### src/rtl/pu_msp430_ram_master_pkg.sv
// Shared types and constants for the MSP430-style single-port RAM initiator.
package pu_msp430_ram_master_pkg;

    typedef enum logic [2:0] {
        StIdle,
        StAccess,
        StCapture,
        StResp,
        StClear
    } state_e;

    localparam logic [1:0] WEN_NONE = 2'b11;
    localparam logic [1:0] WEN_WORD = 2'b00;
    localparam logic       CEN_OFF  = 1'b1;

endpackage

### src/rtl/pu_msp430_ram_master_if.sv
// Request/response channels plus active-low RAM port of the RAM initiator.
interface pu_msp430_ram_master_if #(
    parameter int unsigned ADDR_MSB = 6
);
    logic              req_valid;
    logic              req_ready;
    logic              req_we;
    logic [1:0]        req_be;
    logic [ADDR_MSB:0] req_addr;
    logic [15:0]       req_wdata;
    logic              rsp_valid;
    logic              rsp_ready;
    logic [15:0]       rsp_rdata;
    logic              err_addr;
    logic              init_done;
    logic [ADDR_MSB:0] ram_addr;
    logic              ram_cen;
    logic [1:0]        ram_wen;
    logic [15:0]       ram_din;
    logic [15:0]       ram_dout;

    // The controller side.
    modport master (
        input  req_valid, req_we, req_be, req_addr, req_wdata, rsp_ready, ram_dout,
        output req_ready, rsp_valid, rsp_rdata, err_addr, init_done,
               ram_addr, ram_cen, ram_wen, ram_din
    );

    // Traffic generator and RAM side.
    modport slave (
        output req_valid, req_we, req_be, req_addr, req_wdata, rsp_ready, ram_dout,
        input  req_ready, rsp_valid, rsp_rdata, err_addr, init_done,
               ram_addr, ram_cen, ram_wen, ram_din
    );

endinterface

### src/rtl/pu_msp430_ram_master.sv
// Valid/ready to single-port RAM initiator with one-cycle registered read.
// Optional power-up clear walk enabled by PU_MSP430_RAM_MASTER_CLEAR_EN.
module pu_msp430_ram_master
    import pu_msp430_ram_master_pkg::*;
#(
    parameter int unsigned ADDR_MSB = 6,
    parameter int unsigned MEM_SIZE = 256
) (
    input  logic                          mclk,
    input  logic                          puc_rst,
    pu_msp430_ram_master_if.master        bus_io
);

    localparam int unsigned Words = MEM_SIZE / 2;

    state_e            state_q;
    logic              we_q;
    logic              ram_cen_q;
    logic [1:0]        ram_wen_q;
    logic [ADDR_MSB:0] ram_addr_q;
    logic [15:0]       ram_din_q;
    logic              rsp_valid_q;
    logic [15:0]       rsp_rdata_q;
    logic              err_addr_q;
    logic              init_done;
    logic              accept;
    logic              addr_oor;

`ifdef PU_MSP430_RAM_MASTER_CLEAR_EN
    logic              init_done_q;
    logic [ADDR_MSB+1:0] clr_cnt_q;
    assign init_done = init_done_q;
`else
    assign init_done = 1'b1;
`endif

    assign bus_io.req_ready = (state_q == StIdle) && init_done && !rsp_valid_q;
    assign accept           = bus_io.req_valid && bus_io.req_ready;
    assign addr_oor         = 32'(bus_io.req_addr) >= Words;

    always_ff @(posedge mclk) begin
        if (puc_rst) begin
`ifdef PU_MSP430_RAM_MASTER_CLEAR_EN
            state_q     <= StClear;
            init_done_q <= 1'b0;
            clr_cnt_q   <= '0;
`else
            state_q     <= StIdle;
`endif
            we_q        <= 1'b0;
            ram_cen_q   <= CEN_OFF;
            ram_wen_q   <= WEN_NONE;
            ram_addr_q  <= '0;
            ram_din_q   <= '0;
            rsp_valid_q <= 1'b0;
            rsp_rdata_q <= '0;
            err_addr_q  <= 1'b0;
        end else begin
            err_addr_q <= 1'b0;
            unique case (state_q)
                StIdle: begin
                    if (accept) begin
                        if (addr_oor) begin
                            // No RAM cycle; a read still gets a zero response.
                            err_addr_q <= 1'b1;
                            if (!bus_io.req_we) begin
                                rsp_rdata_q <= '0;
                                rsp_valid_q <= 1'b1;
                                state_q     <= StResp;
                            end
                        end else if (!bus_io.req_we) begin
                            we_q       <= 1'b0;
                            ram_addr_q <= bus_io.req_addr;
                            ram_wen_q  <= WEN_NONE;
                            ram_cen_q  <= 1'b0;
                            state_q    <= StAccess;
                        end else if (bus_io.req_be != 2'b00) begin
                            we_q       <= 1'b1;
                            ram_addr_q <= bus_io.req_addr;
                            ram_din_q  <= bus_io.req_wdata;
                            ram_wen_q  <= ~bus_io.req_be;
                            ram_cen_q  <= 1'b0;
                            state_q    <= StAccess;
                        end
                    end
                end
                StAccess: begin
                    ram_cen_q <= CEN_OFF;
                    ram_wen_q <= WEN_NONE;
                    state_q   <= we_q ? StIdle : StCapture;
                end
                StCapture: begin
                    rsp_rdata_q <= bus_io.ram_dout;
                    rsp_valid_q <= 1'b1;
                    state_q     <= StResp;
                end
                StResp: begin
                    if (bus_io.rsp_ready) begin
                        rsp_valid_q <= 1'b0;
                        state_q     <= StIdle;
                    end
                end
                StClear: begin
`ifdef PU_MSP430_RAM_MASTER_CLEAR_EN
                    if (32'(clr_cnt_q) < Words) begin
                        ram_cen_q  <= 1'b0;
                        ram_wen_q  <= WEN_WORD;
                        ram_din_q  <= '0;
                        ram_addr_q <= clr_cnt_q[ADDR_MSB:0];
                        clr_cnt_q  <= clr_cnt_q + 1'b1;
                    end else begin
                        ram_cen_q   <= CEN_OFF;
                        ram_wen_q   <= WEN_NONE;
                        init_done_q <= 1'b1;
                        state_q     <= StIdle;
                    end
`else
                    state_q <= StIdle;
`endif
                end
                default: state_q <= StIdle;
            endcase
        end
    end

    assign bus_io.ram_cen   = ram_cen_q;
    assign bus_io.ram_wen   = ram_wen_q;
    assign bus_io.ram_addr  = ram_addr_q;
    assign bus_io.ram_din   = ram_din_q;
    assign bus_io.rsp_valid = rsp_valid_q;
    assign bus_io.rsp_rdata = rsp_rdata_q;
    assign bus_io.err_addr  = err_addr_q;
    assign bus_io.init_done = init_done;

endmodule

### src/flat_wrapper.sv
// flat-port wrapper written by rule: the top's interface ports become plain ports
module pu_msp430_ram_master_flat import pu_msp430_ram_master_pkg::*;
#(
    parameter int unsigned ADDR_MSB = 6,
    parameter int unsigned MEM_SIZE = 256
)
  (mclk, puc_rst, bus_io_req_valid, bus_io_req_we, bus_io_req_be, bus_io_req_addr, bus_io_req_wdata, bus_io_rsp_ready, bus_io_ram_dout, bus_io_req_ready, bus_io_rsp_valid, bus_io_rsp_rdata, bus_io_err_addr, bus_io_init_done, bus_io_ram_addr, bus_io_ram_cen, bus_io_ram_wen, bus_io_ram_din);
  pu_msp430_ram_master_if #(.ADDR_MSB(ADDR_MSB)) bus_io_i ();
  input  logic mclk;
  input  logic puc_rst;
  input wire logic [$bits(bus_io_i.req_valid)-1:0] bus_io_req_valid;
  input wire logic [$bits(bus_io_i.req_we)-1:0] bus_io_req_we;
  input wire logic [$bits(bus_io_i.req_be)-1:0] bus_io_req_be;
  input wire logic [$bits(bus_io_i.req_addr)-1:0] bus_io_req_addr;
  input wire logic [$bits(bus_io_i.req_wdata)-1:0] bus_io_req_wdata;
  input wire logic [$bits(bus_io_i.rsp_ready)-1:0] bus_io_rsp_ready;
  input wire logic [$bits(bus_io_i.ram_dout)-1:0] bus_io_ram_dout;
  output wire logic [$bits(bus_io_i.req_ready)-1:0] bus_io_req_ready;
  output wire logic [$bits(bus_io_i.rsp_valid)-1:0] bus_io_rsp_valid;
  output wire logic [$bits(bus_io_i.rsp_rdata)-1:0] bus_io_rsp_rdata;
  output wire logic [$bits(bus_io_i.err_addr)-1:0] bus_io_err_addr;
  output wire logic [$bits(bus_io_i.init_done)-1:0] bus_io_init_done;
  output wire logic [$bits(bus_io_i.ram_addr)-1:0] bus_io_ram_addr;
  output wire logic [$bits(bus_io_i.ram_cen)-1:0] bus_io_ram_cen;
  output wire logic [$bits(bus_io_i.ram_wen)-1:0] bus_io_ram_wen;
  output wire logic [$bits(bus_io_i.ram_din)-1:0] bus_io_ram_din;
  assign bus_io_i.req_valid = bus_io_req_valid;
  assign bus_io_i.req_we = bus_io_req_we;
  assign bus_io_i.req_be = bus_io_req_be;
  assign bus_io_i.req_addr = bus_io_req_addr;
  assign bus_io_i.req_wdata = bus_io_req_wdata;
  assign bus_io_i.rsp_ready = bus_io_rsp_ready;
  assign bus_io_i.ram_dout = bus_io_ram_dout;
  assign bus_io_req_ready = bus_io_i.req_ready;
  assign bus_io_rsp_valid = bus_io_i.rsp_valid;
  assign bus_io_rsp_rdata = bus_io_i.rsp_rdata;
  assign bus_io_err_addr = bus_io_i.err_addr;
  assign bus_io_init_done = bus_io_i.init_done;
  assign bus_io_ram_addr = bus_io_i.ram_addr;
  assign bus_io_ram_cen = bus_io_i.ram_cen;
  assign bus_io_ram_wen = bus_io_i.ram_wen;
  assign bus_io_ram_din = bus_io_i.ram_din;
  pu_msp430_ram_master #(.ADDR_MSB(ADDR_MSB), .MEM_SIZE(MEM_SIZE)) u_core (.mclk(mclk), .puc_rst(puc_rst), .bus_io(bus_io_i));
endmodule
### config.mk
export PLATFORM = sky130hd
export DESIGN_NAME = pu_msp430_ram_master_flat
export DESIGN_NICKNAME = d
export VERILOG_FILES = /design/src/rtl/pu_msp430_ram_master_pkg.sv /design/src/rtl/pu_msp430_ram_master_if.sv /design/src/rtl/pu_msp430_ram_master.sv /design/src/flat_wrapper.sv
export SDC_FILE = /design/constraint.sdc
export NUM_CORES = 1
export LEC_CHECK = 0
export BUFFER_PORTS_ARGS = -buffer_cell sky130_fd_sc_hd__buf_2
export CORE_AREA = 4 4 73 75
export CTS_CLUSTER_SIZE = 14
export DETAILED_ROUTE_END_ITERATION = 12
export DIE_AREA = 0 0 77 79
export PLACE_DENSITY = 0.8
export REMOVE_ABC_BUFFERS = 1
export SLEW_MARGIN = 20
export SYNTH_ARGS = -nofsm -noshare
export SYNTH_HDL_FRONTEND = slang
export SYNTH_SLANG_ARGS = --single-unit
### constraint.sdc
create_clock -name mclk -period 2.8 [get_ports mclk]
set_clock_uncertainty 0.05 [all_clocks]
set_input_delay 0.14 -clock mclk [delete_from_list [all_inputs] [get_ports mclk]]
set_output_delay 0.14 -clock mclk [all_outputs]
set_load 0.02 [all_outputs]
# Word level (Yosys, flattened, before mapping)
# Cells that the tools add are included.
# totals
register_bits	47
in_bits	46
out_inout_bits	46
elab_cells	48
# op_classes
n_eq_ne	7
n_mux	20
bitwise_logic	1
reduce_logical	12
# ops
op	n
2-to-1 mux 7 bit	2
2-to-1 mux 3 bit	4
case mux 3 bit (4 select lines)	1
AND reduction 3 bit	3
2-to-1 mux 2 bit	4
equality test 3 x 2 -> 1 bit, second input constant	2
2-to-1 mux 1 bit	6
nonzero test 2 bit	3
inequality test 2 x 1 -> 1 bit, second input constant	2
case mux 1 bit (2 select lines)	2
case mux 2 bit (2 select lines)	1
AND reduction 4 bit	1
equality test 3 x 1 -> 1 bit, second input constant	1
zero test 3 bit	1
inequality test 3 bit, second input constant	1
logical AND 1 bit	2
inequality test 2 bit, second input constant	1
inverter 2 bit	1
AND reduction 2 bit	1
zero test 1 bit	1

# Logic depth before layout (Yosys ltp)
# logic_depth
depth_word	5
ltp_mapped	6
ltp_nobuf	3

# Least setup slack after synthesis
# OpenSTA, ideal clock, no wires.
# synth_path
kind	register -> register
start	reg u_core.rsp_valid_q (netlist: u_core.bus_io.rsp_valid)
end	reg u_core.ram_din_q[0] (netlist: u_core.bus_io.ram_din[0])
setup_time_ns	0.072
t_arrival_ns	1.531
path_slack_ns	1.148
path_stages_with_launch	5
n_path_buf	1
synth_period_minus_slack_ns	1.652
path_cell_list	dfxtp_1 or4b_4 nor2_8 buf_8 mux2i_1
# synth_via
elab_chain_len	4
# synth_rtl
element	line	source
from (decl)	pu_msp430_ram_master.sv:22	logic rsp_valid_q;
from (signal assigned)	pu_msp430_ram_master.sv:55	rsp_valid_q <= 1'b0;
from (signal assigned)	pu_msp430_ram_master.sv:68	rsp_valid_q <= 1'b1;
from (signal assigned)	pu_msp430_ram_master.sv:94	rsp_valid_q <= 1'b1;
zero test 1 bit	pu_msp430_ram_master.sv:37	assign bus_io.req_ready = (state_q == StIdle) && init_done && !rsp_valid_q;
logical AND 1 bit	pu_msp430_ram_master.sv:37	
logical AND 1 bit	pu_msp430_ram_master.sv:38	assign accept = bus_io.req_valid && bus_io.req_ready;
AND reduction 4 bit (no line)	-	
to (signal assigned)	pu_msp430_ram_master.sv:80	ram_din_q <= bus_io.req_wdata;
to (decl)	pu_msp430_ram_master.sv:21	logic [15:0] ram_din_q;
# Every way passes these cells.
# A chain may end at the register's enable or synchronous reset.

# Worst setup path in the final report
# layout_path
start	reg u_core.rsp_valid_q (netlist: u_core.bus_io.rsp_valid)
end	reg u_core.ram_din_q[4] (netlist: u_core.bus_io.ram_din[4])
# Same word-level chain as after synthesis.

==> results.yml <==
yosys:
  synthXorXnorAreaFrac_pct: 0
  synth-simple-area-share_pct: 23.7
  yosys-top-cells-count: "nand2_1, dfxtp_1, mux2i_1"
  synth.mux.area_fraction_pct: 13.7
  yosys.area_share.adder_pct: 0
  yosysTopAreaCellShare_pct: 50.4
  ys_ff_latch: 46
  ys_seq_area_share_pct: 50.4
  yosysMostFrequentCell: "nand2_1"
  synthTopCellsByArea: "dfxtp_1, nand2_1, mux2i_1"
  ys.flop_type: "dfxtp_1"
  synth_area_um2: 1830
  postSynthCellCount: 216
  yosys_warnings: 0
  synth-compound-area-share_pct: 6.64
  async_flop_share_pct: 0
  synth_edf_count: 0
  ys_types: 22
  syn_area_per_cell_um2: 8.46
  yosys.area.top_type: "dfxtp_1"
  synth_top_family_by_area: "simple AND/OR/NAND/NOR gates"
setup_path:
  slowest_delay_ns: 0.60
  cp_cell_sequence: "or4b_4 -> nor2_8 -> mux2i_1"
  critPathBufInv: 0
  end_kind: "register"
  cp.arrival_ns: 1.84
  critical_path_class: "register to register"
  cp_top_family: "simple AND/OR/NAND/NOR gates"
  crit_slowest_cell: "or4b_4"
  worstPathRequired_ns: 2.97
  start_kind: "register"
  crit_fanout: 17
die:
  die_area_um2: 6080
  num_rows: 25
  die_y_um: 79
  initial_utilization_pct: 39.2
  coreArea_um2: 4660
  ios: 92
  die_w_um: 77
sta:
  drv_slew: 0
  period_minus_slack_ns: 1.66
  timing.final.ws_setup_ns: 1.14
  finalHoldViolCount: 0
  timing.slew.headroom_pct: 54.3
  rsz0062_at_grt: "no"
  setup_viol: 0
  fmax_mhz: 601
  period_share_pct: 59.4
  tns_ns: 0
  worstMarginPinSlew_ns: 0.684
pwr:
  power.density_nw_per_um2: 616
  p_leak_nw: 1.13
  irDropWorstVdd_mv: 0.275
finish:
  layout-drive-gt1-share_pct: 34.1
  syn_to_final_growth_pct: 30.4
  final_cells: 353
  final_cell_area_um2: 2380
  nets: 344
  fin_util_pct: 51.1
  n_antenna_cell: 0
place:
  placed_area_um2: 2270
  pre_cts_ws_ns: 1.13
  dp.cells: 345
  post-dp-hpwl_mm: 2.96
  gp_congestion: 0.649
  portBuffers: 89
clock_network:
  h-tree-depth: 2
  clk_pin_slew_ns: 0.08
  clk_latency_ns: 0.29
  numCtsBuffers: 5
  cts_resized: 0
  cts_buffer_depth: 2
  cts_hold_buf: 0
  cts_tree: "built"
  clock_sinks: 46
  cts_root_buffer: "clkbuf_8"
  cts_setup_buffers: 0
outcome:
  status: "finished clean"
route:
  wl_mm: 4.00
  firstDrtPassIters: 4
  drc: 0
  vias_per_cell: 4.61
  via_count: 1628
  first_iter_violations: 49
  wire_per_inst_um: 11.3
  postRouteAntennaNets: 0
global_routing:
  grt_max_degree: 49
  grt_use_total_pct: 13.8
  antenna_found_initial: 0
  grt_pass1_vias: 1577
  grt_overflow: 0
  grt_pass1_wl_mm: 6.84
flow_run:
  cap_violations: 0
min_path:
  hp-class: "input port to register"
==> metal layers <==
metal  wire length, um  part of all wire [%]  vias up  track usage, %
met5                 0                     0        -               0
met4                27                  0.67        0            5.34
met3               563                    14        3            6.46
met2              1690                    42       77            22.6
met1              1720                    43      696            15.5
li1                  -                     -      852               -
==> cell families after synthesis <==
logic type	after synthesis
AO/OA/AOI/OAI	23
AND/OR/NAND/NOR	101
buffers and inverters	19
other	2
multiplexers	25
flip-flops	46
==> worst paths after layout <==
kind | endpoint | slack, ns | from | depth (start not counted)
setup / recovery | u_core.bus_io.ram_din[4] | 1.14 | u_core.bus_io.rsp_valid | 3
hold / removal | u_core.bus_io.rsp_rdata[8] | 0.03 | bus_io_ram_dout[8] | 3
setup reg to reg | u_core.bus_io.ram_din[4] | 1.14 | u_core.bus_io.rsp_valid | 3
hold reg to reg | u_core.we_q | 0.40 | u_core.we_q | 2
==> report_power, final <==
part | leakage [nW] | internal, mW | switching (mW) | total [mW]
logic | 0.699 | 0.111 | 0.170 | 0.281
clock network | 0.0575 | 0.249 | 0.210 | 0.459
registers | 0.375 | 0.700 | 0.0265 | 0.726
==> flip-flops by register name, summed over array words and instances, names as in the netlist <==
name and count:
u_core.bus_io.ram_din 16, u_core.bus_io.rsp_rdata 16, u_core.bus_io.ram_addr 7, u_core.bus_io.ram_wen 2
u_core.state_q 2, u_core.bus_io.ram_cen 1, u_core.bus_io.rsp_valid 1, u_core.we_q 1
==> through the flow <==
stage	hold slack, ns	total power [mW]
after floorplan	0.159	0.914
after global routing	0.0202	1.55
after global placement	0.334	1.02
after CTS	0.0145	1.49
final	0.0289	1.47
after detailed placement	0.336	1.03
==> cell type report <==
cell class | instances | area, um2
Fill cell | 446 | 2280
Sequential cell | 46 | 921
Multi-Input combinational cell | 151 | 812
Timing Repair Buffer | 91 | 460
Clock buffer | 8 | 110
Tap cell | 54 | 67.6
Inverter | 3 | 11.3
==> layout by cell type (no fill, tap or decap), drive strengths merged, types with 3 or more instances in the layout <==
cell type | synthesis | final
nor2b | 3 | 3
dfxtp | 46 | 46
a21oi | 19 | 19
inv | 3 | 3
nand2 | 82 | 82
buf | 4 | 91
clkbuf | 12 | 8
nor3 | 5 | 5
nor2 | 6 | 6
mux2i | 25 | 25
==> tightest hold or removal path, cell delays in order <==
cell and delay [ns]:
buf_2 0.09, nand2_1 0.05, a21oi_1 0.05
No activity file was read; power rests on OpenSTA's default activity.
